File: src/rtl/hand_pkg.sv
// Shared card types, card constants and the baccarat point-value helper.
// Latency: none (types, constants and combinational functions only).
// Backpressure: not applicable.
package hand_pkg;

    typedef logic [3:0] card_t;

    localparam card_t CARD_MIN       = 4'd1;
    localparam card_t CARD_MAX       = 4'd13;
    localparam card_t FACE_ZERO_FROM = 4'd10;

    // Baccarat point value: 10, J, Q and K are worth nothing.
    function automatic card_t card_value(input card_t card);
        return (card >= FACE_ZERO_FROM) ? 4'd0 : card;
    endfunction

    // A storable card is one of the thirteen ranks; 0 marks an empty slot.
    function automatic logic card_legal(input card_t card);
        return (card >= CARD_MIN) && (card <= CARD_MAX);
    endfunction

endpackage

File: src/rtl/hand_score.sv
// Scores one hand: sum of point values mod 10, plus the two-card natural flag.
// Latency: purely combinational.
// Backpressure: none; the result is recomputed every cycle from the slot contents.
module hand_score
    import hand_pkg::*;
#(
    parameter int MAX_CARDS = 3
) (
    input  logic [MAX_CARDS*4-1:0] cards,
    output logic [3:0]             score,
    output logic                   natural
);

    // At most 8 slots of 9 points each, so 7 bits never overflow.
    logic [6:0] sum;
    // Slots fill in order and never hold 0, so non-empty slots equal the card count.
    logic [3:0] held;

    // Accumulate point values and count occupied slots, then reduce mod 10.
    always_comb begin
        sum  = '0;
        held = '0;
        for (int s = 0; s < MAX_CARDS; s++) begin
            sum = sum + 7'(card_value(cards[s*4 +: 4]));
            if (cards[s*4 +: 4] != 4'd0) begin
                held = held + 4'd1;
            end
        end
        score   = 4'(sum % 7'd10);
        natural = (held == 4'd2) && (score >= 4'd8);
    end

endmodule

File: src/rtl/hand_datapath.sv
// Holds NUM_HANDS baccarat hands, appends dealt cards and publishes registered scores.
// Latency: card/count/last_card visible 1 edge after accept; score/natural 2 edges.
// Backpressure: deal_ready drops on clear, bad hand index, full hand or illegal ext card; rejects pulse deal_err.
module hand_datapath
    import hand_pkg::*;
#(
    parameter  int NUM_HANDS = 2,
    parameter  int MAX_CARDS = 3,
    localparam int HW        = (NUM_HANDS > 1) ? $clog2(NUM_HANDS) : 1,
    localparam int CW        = $clog2(MAX_CARDS + 1)
) (
    input  logic                            clock,
    input  logic                            reset,
    input  logic                            clear_all,
    input  logic                            deal_valid,
    input  logic [HW-1:0]                   deal_hand,
    output logic                            deal_ready,
    output logic                            deal_err,
    input  logic                            use_ext,
    input  logic [3:0]                      ext_card,
    output logic [3:0]                      last_card,
    output logic [NUM_HANDS*MAX_CARDS*4-1:0] cards_out,
    output logic [NUM_HANDS*CW-1:0]         count_out,
    output logic [NUM_HANDS*4-1:0]          score_out,
    output logic [NUM_HANDS-1:0]            natural_out
);

    card_t          slot_q  [NUM_HANDS][MAX_CARDS];
    card_t          slot_d  [NUM_HANDS][MAX_CARDS];
    logic [CW-1:0]  count_q [NUM_HANDS];
    logic [CW-1:0]  count_d [NUM_HANDS];
    logic [3:0]     score_q [NUM_HANDS];
    logic [3:0]     score_d [NUM_HANDS];
    logic [NUM_HANDS-1:0] natural_q;
    logic [NUM_HANDS-1:0] natural_d;
    card_t          ctr_q, ctr_d;
    card_t          last_q, last_d;
    logic           err_q, err_d;

    card_t          sel_card;
    logic           hand_ok;
    logic [CW-1:0]  tgt_count;
    logic           room_ok;
    logic           card_ok;
    logic           accept;

    // Handshake: decode the target hand without ever indexing past NUM_HANDS.
    always_comb begin
        sel_card  = use_ext ? ext_card : ctr_q;
        hand_ok   = 1'b0;
        tgt_count = '0;
        for (int h = 0; h < NUM_HANDS; h++) begin
            if (HW'(h) == deal_hand) begin
                hand_ok   = 1'b1;
                tgt_count = count_q[h];
            end
        end
        room_ok    = tgt_count < CW'(MAX_CARDS);
        card_ok    = !use_ext || card_legal(ext_card);
        deal_ready = !clear_all && hand_ok && room_ok && card_ok;
        accept     = deal_valid && deal_ready;
    end

    // Next state: clear wins over a deal; an accepted card lands in the next free slot.
    always_comb begin
        slot_d  = slot_q;
        count_d = count_q;
        last_d  = last_q;
        ctr_d   = (ctr_q >= CARD_MAX) ? CARD_MIN : ctr_q + 4'd1;
        err_d   = deal_valid && !deal_ready;
        if (clear_all) begin
            for (int h = 0; h < NUM_HANDS; h++) begin
                count_d[h] = '0;
                for (int s = 0; s < MAX_CARDS; s++) begin
                    slot_d[h][s] = '0;
                end
            end
        end else if (accept) begin
            last_d = sel_card;
            for (int h = 0; h < NUM_HANDS; h++) begin
                if (HW'(h) == deal_hand) begin
                    count_d[h] = count_q[h] + CW'(1);
                    for (int s = 0; s < MAX_CARDS; s++) begin
                        if (CW'(s) == count_q[h]) begin
                            slot_d[h][s] = sel_card;
                        end
                    end
                end
            end
        end
    end

    // Per-hand scorers run off the registered slots, hence the extra edge of score latency.
    for (genvar h = 0; h < NUM_HANDS; h++) begin : g_hand
        hand_score #(
            .MAX_CARDS (MAX_CARDS)
        ) u_score (
            .cards   (cards_out[h*MAX_CARDS*4 +: MAX_CARDS*4]),
            .score   (score_d[h]),
            .natural (natural_d[h])
        );
    end

    // State registers; reset is asynchronous so a deal in flight leaves nothing behind.
    always_ff @(posedge clock or posedge reset) begin
        if (reset) begin
            slot_q    <= '{default: '0};
            count_q   <= '{default: '0};
            score_q   <= '{default: '0};
            natural_q <= '0;
            ctr_q     <= CARD_MIN;
            last_q    <= '0;
            err_q     <= 1'b0;
        end else begin
            slot_q    <= slot_d;
            count_q   <= count_d;
            score_q   <= score_d;
            natural_q <= natural_d;
            ctr_q     <= ctr_d;
            last_q    <= last_d;
            err_q     <= err_d;
        end
    end

    // Flatten the per-hand state onto the packed output buses.
    always_comb begin
        cards_out = '0;
        count_out = '0;
        score_out = '0;
        for (int h = 0; h < NUM_HANDS; h++) begin
            count_out[h*CW +: CW] = count_q[h];
            score_out[h*4 +: 4]   = score_q[h];
            for (int s = 0; s < MAX_CARDS; s++) begin
                cards_out[(h*MAX_CARDS+s)*4 +: 4] = slot_q[h][s];
            end
        end
        natural_out = natural_q;
        last_card   = last_q;
        deal_err    = err_q;
    end

endmodule

File: config.mk
export PLATFORM = sky130hd
export DESIGN_NAME = hand_datapath
export DESIGN_NICKNAME = d
export VERILOG_FILES = /design/src/rtl/hand_pkg.sv /design/src/rtl/hand_score.sv /design/src/rtl/hand_datapath.sv
export SDC_FILE = /design/constraint.sdc
export NUM_CORES = 1
export LEC_CHECK = 0
export CAP_MARGIN = 5
export CELL_PAD_IN_SITES_DETAIL_PLACEMENT = 0
export CELL_PAD_IN_SITES_GLOBAL_PLACEMENT = 1
export CORE_ASPECT_RATIO = 0.8
export CORE_MARGIN = 5
export CORE_UTILIZATION = 43
export CTS_CLUSTER_DIAMETER = 60
export DETAILED_ROUTE_END_ITERATION = 12
export GPL_TIMING_DRIVEN = 1
export HOLD_SLACK_MARGIN = 0.02
export PLACE_DENSITY = 0.91
export SLEW_MARGIN = 10
export SYNTH_ARGS = -nofsm -noshare
export SYNTH_HDL_FRONTEND = slang
export SYNTH_HIERARCHICAL = 1
export SYNTH_SLANG_ARGS = --single-unit
File: constraint.sdc
create_clock -name clock -period 4.8 [get_ports clock]
set_input_delay 0.72 -clock clock [delete_from_list [all_inputs] [get_ports clock]]
set_output_delay 0.72 -clock clock [all_outputs]
set_load 0.01 [all_outputs]
==> impl_summary.md <==
Run status
The run finished with clean final reports.

Clock tree
The clock-pin slew on the worst setup and hold paths is 110 ps. In this run the deepest clock path goes through 2 buffers. The H-tree was split into 2 levels. The clock root buffer is clkbuf_8. The number of CTS-inserted buffers is 5.

The number of resized instances in the post-cts repair step is 0. The clock net in this run drives a total of 47 sinks. Once the clock tree was built, the setup fixing pass inserted 0 buffers. The total of hold buffers inserted after clock tree synthesis is 0. The TritonCTS clock tree is yes.

The clock reaches the later pin of the worst-skew pair after 320 ps.

Drt
Before antenna repair, the detailed router went through 4 iterations. The wire length per cell is 14.9 µm. The post-route DRC violation count is 0. The detailed router's first-iteration violation count is 70. For this block, the routed nets add up to 7.96 mm of wire. The number of routed nets with antenna violations is 0. After detailed routing, the number of vias per cell comes to between 5 and 6. The number of vias after detailed routing is about 2800.

Critical path
The cell depth of the worst flop-to-flop path is 15. STA puts the critical path data required time at 5020 ps. In this run the critical register-to-register path is captured at natural_out[0].

For the worst setup path, the data arrival time is between 4000 and 5000 ps. The start of the worst register-to-register path is cards_out[3]. The worst setup path is launched from a register. The critical path class is reg2reg. The largest driver fanout on the critical path is 13.

The register-to-register path setup slack is 520 ps. The critical path capture point type is a register.

STA
Setup repair after global routing left no endpoint under its margin. Summed over all failing endpoints, the final setup total negative slack is 0 ps. At the pin with the least slew margin, the transition time is 982 ps. The final critical delay including setup and external delays is 4280 ps.

The count of final hold-check violations is 0. Dividing the final minimum period by the clock period gives 0.891. Setup violations remaining at the end of the flow were counted as 0.

For this run, the top clock speed supported by timing is ~0.23 GHz. Measured against its own limit, the worst slew margin works out to 0.345. The maximum clock skew at final layout is 9.87 ps.

The count of pins over their slew limit is 0.

Logic synthesis
The synthesized design contains 47 register bits. Of the total synthesized cell area, the portion taken by XOR and XNOR cells is 0.0238. The cell type contributing the most total cell area after synthesis is dfrtp_1. The cell count after synthesis came out at 376. Yosys attributes the largest share of cell area to dfrtp_1 (31%), mux2i_1 (9.2%), ha_1 (7.1%). Of the post-synthesis cell area, the part taken by muxes is 0.110. The share of the synthesized area in the top cell type is 0.312. The summed instance area of the synthesized netlist is 3690 µm². The dominant combinational cell family by area after synthesis is simple AND/OR/NAND/NOR gates. The total number of yosys warnings is 6.

Counting flops with a built-in enable in the synthesized netlist gives 0. After synthesis, the netlist uses between 70 and 80 different library cells. Of the total synthesized cell area, the portion taken by AND, OR, NAND and NOR gates is 0.209. The post-synthesis adder-cell area fraction is 0.126. The portion of the post-synthesis area used by sequential elements is 0.319. The compound-cell area share of the yosys netlist is 0.146. Of all flip-flops after synthesis, the portion carrying an async set or reset was 1.00. In the synthesized netlist the dominant register cell turns out to be dfrtp_1. The mean instance size in the synthesized netlist is 9.80 µm². The number of nets produced by synthesis is 417.

Power and ir drop
In this run the power density over the cells is between 200 and 250 nW/µm². The leakage power total is approximately 2.0 nW. The worst-case IR drop observed on VDD is 0.139 mV.

The design draws around 0.95 mW.

Finish
The count of antenna diodes in the layout is 0. In the layout the commonest cells are clkdlybuf4s50_1 (53), dfrtp_1 (46), nand2b_1 (40). The post-layout net count is 462. The area growth from synthesis to layout is 17.8%. Of the cells placed in the final design, the portion with a size suffix greater than 1 is 0.0948. Leaving out fill and tap cells, the most frequent cell in the layout is clkdlybuf4s50_1.

Worst hold path
The hold-critical path depth is 1. The worst-case hold path end point is ctr_q[0]. In this run the worst hold path is classified as reg2reg. The startpoint of the worst hold path is ctr_q[0].

Die
54 I/O pins were placed. The initial cell density of the core is 0.438. The die boundary height is around 93 µm. The region available for standard cell placement spans 8410 µm². The floorplan has 30 rows.

The area of the die is 10500 µm². The die is between 100 and 150 µm wide.

Global route
Global routing finished with a remaining overflow of 0. In the global route stage, overall resource usage came out at 0.155. Entering global routing, the biggest net connects 48 pins. The via count of the first global-routing pass was 2715. The first-pass GRT wire length is 13.3 mm. The number of antenna violations at the first check in global routing was 0.

Placement
The sum of net half-perimeters after detailed placement is 5.99 mm. The number of input and output port buffers inserted is 53. The global placement routability congestion is 0.803.

Run
The number of maximum-capacitance violations is 0.
-- area by class of cell --
cell class	instances	area, µm²
Sequential cell	47	1180
Clock buffer	5	68.8
Tap cell	112	140
Fill cell	797	4070
Clock inverter	3	27.5
Inverter	34	128
Timing Repair Buffer	54	538
Multi-Input combinational cell	279	2260
-- metrics by stage --
stage	setup slack (ps)	instances	util	instance area, µm²	hold WS [ps]
after detailed placement	564	526	0.505	4250	481
after global placement	730	526	0.505	4250	471
final	522	534	0.516	4340	506
after CTS	548	534	0.516	4340	506
after floorplan	895	376	-	3690	453
after global routing	222	534	0.516	4340	518
-- flip-flops by register name, indices dropped and copies added (netlist names) --
signal / flops
natural_out: 2
count_out: 4
deal_err: 1
cards_out: 24
score_out: 8
ctr_q: 4
last_card: 4
-- power by group --
group          leakage, nW  internal (mW)  total [mW]  switching (mW)
combinational         1.28          0.117       0.238           0.121
clock               0.0467          0.108       0.271           0.163
sequential           0.624          0.421       0.438          0.0173
total                 1.95          0.646       0.948           0.301
-- worst max-delay path, cell delays in order, from the launching register on --
cell	delay [ps]
dfrtp_1	450
nand2b_1	190
fa_1	470
inv_1	70
ha_1	200
inv_1	60
fa_1	710
xor2_1	290
a211oi_1	90
a311o_2	410
nor2_1	100
ha_1	420
a221oi_1	110
a41oi_2	180
o32ai_1	130
a2111oi_2	290
-- cells in the mapped netlist, drive strengths merged, types with 10 or more instances --
cell type / count
dfrtp: 46
ha: 21
inv: 34
nand2: 16
nor2: 25
nand2b: 40
buf: 10
nand3: 10
o21ai: 12
and2: 11
a21oi: 11
mux2i: 34
fa: 10
-- worst max path at each step --
stage	start	endpoint	slack [ps]	cells past startpoint
after floorplan	cards_out[3]	natural_out[0]	900	16
after global placement	cards_out[3]	natural_out[0]	730	15
after detailed placement	cards_out[3]	natural_out[0]	560	14
after CTS	cards_out[3]	natural_out[0]	550	14
after global routing	cards_out[3]	natural_out[0]	220	15
final	cards_out[3]	natural_out[0]	520	15
-- cells by family (layout without fill, tap and decap cells) --
| group | Yosys count | in the layout |
|---|---|---|
| AO/OA/AOI/OAI | 65 | 65 |
| XOR/XNOR | 7 | 7 |
| adder cells (fa/ha/maj) | 31 | 31 |
| buffers and inverters | 50 | 96 |
| flip-flops | 47 | 47 |
| multiplexers | 39 | 39 |
| AND/OR/NAND/NOR | 137 | 137 |
-- routing by layer --
layer,global-route usage,up-vias,part of all wire
met5,0,-,0
met1,0.209,1322,0.49
met2,0.254,43,0.46
li1,-,1396,-
met4,0.0390,0,0.0090
met3,0.0340,7,0.038
(Power assumes the default switching activity.)
